<file path="src/rtl/vend_ctrl_if.sv">
// Coin/selection/change handshake bundle between the vending front panel and vend_ctrl.
interface vend_ctrl_if;
  logic       coin_valid;
  logic [1:0] coin_code;
  logic       sel_valid;
  logic [1:0] sel;
  logic       cancel;
  logic       change_ack;
  logic [7:0] credit;
  logic       coin_reject;
  logic       price_short;
  logic       dispense;
  logic [1:0] dispense_id;
  logic       change_valid;
  logic [7:0] change_amt;
  logic       busy;

  modport master (
    output coin_valid, coin_code, sel_valid, sel, cancel, change_ack,
    input  credit, coin_reject, price_short, dispense, dispense_id,
           change_valid, change_amt, busy
  );

  modport slave (
    input  coin_valid, coin_code, sel_valid, sel, cancel, change_ack,
    output credit, coin_reject, price_short, dispense, dispense_id,
           change_valid, change_amt, busy
  );
endinterface

</file>
<file path="src/rtl/vend_ctrl.sv">
// Vending machine controller: accumulates coins, vends on selection, returns change.
module vend_ctrl #(
  parameter int unsigned PRICE_A    = 25,
  parameter int unsigned PRICE_B    = 50,
  parameter int unsigned PRICE_C    = 75,
  parameter int unsigned PRICE_D    = 100,
  parameter int unsigned MAX_CREDIT = 200
) (
  input logic        clk,
  input logic        rst_n,
  vend_ctrl_if.slave bus
);

  typedef enum logic [1:0] {IDLE, CREDIT, VEND, CHANGE} state_t;
  state_t state;

  logic [7:0] coin_val;
  logic [8:0] coin_sum;
  logic       coin_fits;
  logic [7:0] sel_price;
  logic [7:0] vend_price;
  logic [7:0] remainder;

  function automatic logic [7:0] price_of(input logic [1:0] idx);
    case (idx)
      2'd0:    price_of = 8'(PRICE_A);
      2'd1:    price_of = 8'(PRICE_B);
      2'd2:    price_of = 8'(PRICE_C);
      default: price_of = 8'(PRICE_D);
    endcase
  endfunction

  always_comb begin
    case (bus.coin_code)
      2'b00:   coin_val = 8'd5;
      2'b01:   coin_val = 8'd10;
      2'b10:   coin_val = 8'd25;
      default: coin_val = 8'd100;
    endcase
    // 9-bit sum so an overflowing coin is rejected instead of wrapping
    coin_sum   = {1'b0, bus.credit} + {1'b0, coin_val};
    coin_fits  = (coin_sum <= 9'(MAX_CREDIT));
    sel_price  = price_of(bus.sel);
    vend_price = price_of(bus.dispense_id);
    remainder  = bus.credit - vend_price;
  end

  always_ff @(posedge clk or negedge rst_n) begin
    if (!rst_n) begin
      state            <= IDLE;
      bus.credit       <= '0;
      bus.change_amt   <= '0;
      bus.dispense_id  <= '0;
      bus.coin_reject  <= 1'b0;
      bus.price_short  <= 1'b0;
      bus.dispense     <= 1'b0;
      bus.change_valid <= 1'b0;
      bus.busy         <= 1'b0;
    end else begin
      bus.coin_reject <= 1'b0;
      bus.price_short <= 1'b0;
      bus.dispense    <= 1'b0;
      case (state)
        IDLE: begin
          if (bus.cancel) begin
            bus.coin_reject <= bus.coin_valid;
          end else if (bus.sel_valid) begin
            bus.price_short <= 1'b1;
            bus.coin_reject <= bus.coin_valid;
          end else if (bus.coin_valid) begin
            if (coin_fits) begin
              bus.credit <= coin_sum[7:0];
              state      <= CREDIT;
            end else begin
              bus.coin_reject <= 1'b1;
            end
          end
        end
        CREDIT: begin
          if (bus.cancel) begin
            bus.coin_reject  <= bus.coin_valid;
            bus.change_valid <= 1'b1;
            bus.change_amt   <= bus.credit;
            bus.busy         <= 1'b1;
            state            <= CHANGE;
          end else if (bus.sel_valid) begin
            bus.coin_reject <= bus.coin_valid;
            if (bus.credit >= sel_price) begin
              bus.dispense    <= 1'b1;
              bus.dispense_id <= bus.sel;
              bus.busy        <= 1'b1;
              state           <= VEND;
            end else begin
              bus.price_short <= 1'b1;
            end
          end else if (bus.coin_valid) begin
            if (coin_fits) bus.credit <= coin_sum[7:0];
            else           bus.coin_reject <= 1'b1;
          end
        end
        VEND: begin
          bus.coin_reject <= bus.coin_valid;
          bus.credit      <= remainder;
          if (remainder != '0) begin
            bus.change_valid <= 1'b1;
            bus.change_amt   <= remainder;
            state            <= CHANGE;
          end else begin
            bus.busy <= 1'b0;
            state    <= IDLE;
          end
        end
        CHANGE: begin
          bus.coin_reject <= bus.coin_valid;
          if (bus.change_ack) begin
            bus.credit       <= '0;
            bus.change_valid <= 1'b0;
            bus.change_amt   <= '0;
            bus.busy         <= 1'b0;
            state            <= IDLE;
          end
        end
        default: state <= IDLE;
      endcase
    end
  end

endmodule

</file>
<file path="src/flat_wrapper.sv">
// flat-port wrapper written by rule: the top's interface ports become plain ports
module vend_ctrl_flat 
#(
  parameter int unsigned PRICE_A    = 25,
  parameter int unsigned PRICE_B    = 50,
  parameter int unsigned PRICE_C    = 75,
  parameter int unsigned PRICE_D    = 100,
  parameter int unsigned MAX_CREDIT = 200
)
  (clk, rst_n, bus_coin_valid, bus_coin_code, bus_sel_valid, bus_sel, bus_cancel, bus_change_ack, bus_credit, bus_coin_reject, bus_price_short, bus_dispense, bus_dispense_id, bus_change_valid, bus_change_amt, bus_busy);
  vend_ctrl_if bus_i ();
  input logic clk;
  input logic rst_n;
  input wire logic [$bits(bus_i.coin_valid)-1:0] bus_coin_valid;
  input wire logic [$bits(bus_i.coin_code)-1:0] bus_coin_code;
  input wire logic [$bits(bus_i.sel_valid)-1:0] bus_sel_valid;
  input wire logic [$bits(bus_i.sel)-1:0] bus_sel;
  input wire logic [$bits(bus_i.cancel)-1:0] bus_cancel;
  input wire logic [$bits(bus_i.change_ack)-1:0] bus_change_ack;
  output wire logic [$bits(bus_i.credit)-1:0] bus_credit;
  output wire logic [$bits(bus_i.coin_reject)-1:0] bus_coin_reject;
  output wire logic [$bits(bus_i.price_short)-1:0] bus_price_short;
  output wire logic [$bits(bus_i.dispense)-1:0] bus_dispense;
  output wire logic [$bits(bus_i.dispense_id)-1:0] bus_dispense_id;
  output wire logic [$bits(bus_i.change_valid)-1:0] bus_change_valid;
  output wire logic [$bits(bus_i.change_amt)-1:0] bus_change_amt;
  output wire logic [$bits(bus_i.busy)-1:0] bus_busy;
  assign bus_i.coin_valid = bus_coin_valid;
  assign bus_i.coin_code = bus_coin_code;
  assign bus_i.sel_valid = bus_sel_valid;
  assign bus_i.sel = bus_sel;
  assign bus_i.cancel = bus_cancel;
  assign bus_i.change_ack = bus_change_ack;
  assign bus_credit = bus_i.credit;
  assign bus_coin_reject = bus_i.coin_reject;
  assign bus_price_short = bus_i.price_short;
  assign bus_dispense = bus_i.dispense;
  assign bus_dispense_id = bus_i.dispense_id;
  assign bus_change_valid = bus_i.change_valid;
  assign bus_change_amt = bus_i.change_amt;
  assign bus_busy = bus_i.busy;
  vend_ctrl #(.PRICE_A(PRICE_A), .PRICE_B(PRICE_B), .PRICE_C(PRICE_C), .PRICE_D(PRICE_D), .MAX_CREDIT(MAX_CREDIT)) u_core (.clk(clk), .rst_n(rst_n), .bus(bus_i));
endmodule
</file>
<file path="config.mk">
export PLATFORM = sky130hd
export DESIGN_NAME = vend_ctrl_flat
export DESIGN_NICKNAME = d
export VERILOG_FILES = /design/src/rtl/vend_ctrl_if.sv /design/src/rtl/vend_ctrl.sv /design/src/flat_wrapper.sv
export SDC_FILE = /design/constraint.sdc
export NUM_CORES = 1
export LEC_CHECK = 0
export CAP_MARGIN = 10
export CORE_MARGIN = 4
export CORE_UTILIZATION = 60
export DETAILED_ROUTE_END_ITERATION = 6
export MAX_ROUTING_LAYER = met4
export PLACE_DENSITY_LB_ADDON = 0.05
export RECOVER_POWER = 50
export SYNTH_ARGS = -nofsm -noshare
export SYNTH_HDL_FRONTEND = slang
export SYNTH_SLANG_ARGS = --single-unit
</file>
<file path="constraint.sdc">
create_clock -name clk -period 5.6 [get_ports clk]
set_input_delay 1.68 -clock clk [delete_from_list [all_inputs] [get_ports clk]]
set_output_delay 1.68 -clock clk [all_outputs]
set_load 0.01 [all_outputs]
</file>
==> metrics.yaml <==
setup_path:
  path_max_fanout: 9
  required_ns: 5.76
  crit_type: "in2reg"
  cp_data_arrival_time_ns: 5.26
  startpoint_type: "input port"
  end_kind: "flip-flop"
place:
  io_buffers: 32
  dpl.hpwl_mm: 4.25
  globalplace.congestion: 0.876
  dp_cells: 340
drt:
  wl_met2_mm: 2.44
  wirelength_mm: 5.33
  highest_layer: "met4"
  ant_nets: 0
  routed_via_density: 5.90
  remaining_drc_errors: 0
  vias: 2037
  drt-met1-wl_mm: 2.53
  wl_met3_um: 259
  firstDrtPassIters: 4
  drt_iter0_drc: 113
  wl_per_cell_um: 15.5
finish:
  final_cell_mix: "ha_1 (33), inv_1 (29), dfrtp_1 (25)"
  layout_commonest_cell: "ha_1"
  num_antenna_cells: 0
  final_nets: 343
  fin_util: 0.741
  final_cells: 345
  final_layout_size_suffix_gt1_frac: 0.0842
  area_delta_synth_final_pct: 17.1
  num-fill-cells: 299
sta:
  worst_pin_slew_ns: 0.905
  hold_viol: 0
  relSlewSlack: 0.397
  final_max_slew_viol_count: 0
  setup_tns_ns: 0
  fmax_mhz: 196
  setup_viol: 0
  whs_ns: 0.511
  period_share: 0.909
  period_minus_slack_ns: 5.09
  skew_ns: 0.00218
  rsz0062_at_grt: "false"
clock_tree:
  cts_resized: 0
  cts_max_level: 1
  cts_hold_buf: 0
  cts_tree: "yes"
  cts_inserted_buffers: 3
  path_clk_slew_ns: 0.08
  post_cts_buffers: 0
  clk_latency_ns: 0.27
  clock_path_buffers: 2
  cts_sinks: 25
  clock-root-buffer: "clkbuf_8"
floorplan:
  io_pins: 33
  core-area_mm2: 0.00372
  die_w_um: 70.6
  start_util: 0.633
  die_area_mm2: 0.00499
  rows: 22
  dieHeight_um: 70.6
global_routing:
  overflow: 0
  antenna_found_initial: 0
  grt_max_degree: 26
  grt_pass1_wl_mm: 9.06
  grt_pass1_vias: 2010
  grt_usage: 0.231
logic_synthesis:
  ys_seq_elements: 25
  ys_warn_count: 0
  synth-main-ff-cell: "dfrtp_1"
  synth_edf_count: 0
  syn_nets: 310
  synthAdderAreaFrac: 0.193
  syn-instance-count: 265
  synth_top_family_by_area: "compound AO/OA/AOI/OAI gates"
  async_reset_ff_frac: 1.00
  yosys.cell_types.count: 59
  synth-xor-area-share: 0.0372
  synth_area_per_cell_um2: 8.88
  synth_compound_area_frac: 0.255
  yosys.area_share.simple: 0.135
  ys_seq_area_frac: 0.266
  synth_area_mm2: 0.00235
  muxShareOfSynthArea: 0.0532
power:
  powerDensity_mw_per_mm2: 634
  vdd_drop_max_mv: 0.450
  power_leakage_nw: 1.32
flow_run:
  cap_violations: 0
min_path:
  hp-class: "reg2reg"
run_status:
  outcome: "complete, no violations"
## cell usage after synthesis (2+ instances only)
library cell	count	area share
xor2_1	3	0.011
a211oi_2	2	0.011
mux2_2	8	0.038
a311oi_1	2	0.0074
nand3_1	3	0.0064
a21boi_0	3	0.0096
nand2_1	16	0.026
nor2b_1	2	0.0053
a21oi_1	17	0.036
a211o_1	2	0.0074
mux2i_1	2	0.0085
fa_1	2	0.017
a31o_2	2	0.0074
a22oi_1	5	0.016
o21ai_0	21	0.045
nor3_1	3	0.0064
nand2b_1	2	0.0053
a21o_1	8	0.026
and3_1	2	0.0053
a211oi_1	3	0.0096
o211ai_1	2	0.0064
xnor2_1	7	0.026
ha_1	33	0.18
clkbuf_1	3	0.0048
inv_1	29	0.046
nor2_1	23	0.037
a2bb2oi_1	2	0.0074
dfrtp_1	25	0.27
o22ai_1	2	0.0053
a31oi_1	2	0.0053
## stage by stage
step	total power, mW	setup slack [ns]	instance area (um2)
floorplan	1.28	1.14	2350
global placement	1.62	0.381	2710
detailed placement	1.64	0.229	2710
CTS	1.76	0.523	2750
global route	1.92	0.339	2750
finish	1.75	0.507	2750
## path summary, 6_finish.rpt
kind | startpoint | endpoint | slack (ns) | depth (start not counted)
worst max-delay path | bus_coin_code[1] | u_core.bus.credit[2] | 0.51 | 12
worst min-delay path | u_core.bus.change_amt[5] | u_core.bus.change_amt[5] | 0.51 | 1
worst max register to register | u_core.bus.dispense_id[0] | u_core.bus.change_amt[0] | 2.34 | 11
worst min register to register | u_core.bus.change_amt[5] | u_core.bus.change_amt[5] | 0.51 | 1
max in group asynchronous | rst_n | u_core.bus.credit[0] | 2.69 | 2
min in group asynchronous | rst_n | u_core.bus.coin_reject | 1.76 | 1
## per-layer routing
layer	vias up	global-route usage
met5	-	-
li1	1021	-
met4	0	0.0793
met1	953	0.317
met2	52	0.350
met3	11	0.0327
## registers in the layout, summed over array words and instances (netlist names)
register and flops:
u_core.bus.credit 8, u_core.bus.dispense 1, u_core.bus.busy 1, u_core.bus.price_short 1, u_core.state 2, u_core.bus.dispense_id 2
u_core.bus.change_valid 1, u_core.bus.coin_reject 1, u_core.bus.change_amt 8
## power by group
group	switching (mW)	total, mW	internal, mW
clock	0.0573	0.108	0.0510
combinational	0.664	1.26	0.592
sequential	0.119	0.383	0.264
## cell families after synthesis
group	Yosys count
buffers and inverters	35
DFF	25
and+or+nand+nor	64
adders and majority gates	35
muxes	11
AOI/OAI and AO/OA	85
xor gates and xnor gates	10
## area by class of cell
type | count | area [um2] | area share
clock buffers | 4 | 45.0 | 0.0164
well taps | 48 | 60.1 | 0.0218
multi-input cells | 205 | 1580 | 0.575
flip-flops and latches | 25 | 626 | 0.227
repair buffers | 34 | 332 | 0.120
inverters | 29 | 109 | 0.0395
## critical path, stage by stage
cell	delay, ns
clkdlybuf4s50_1	0.56
ha_1	0.39
nor2_1	0.10
ha_1	0.22
fa_1	0.42
a211oi_2	0.34
o211ai_2	0.14
a211oi_2	0.32
xnor2_1	0.14
a311o_4	0.39
a21oi_4	0.24
mux2_4	0.32
(Power assumes the default switching activity.)
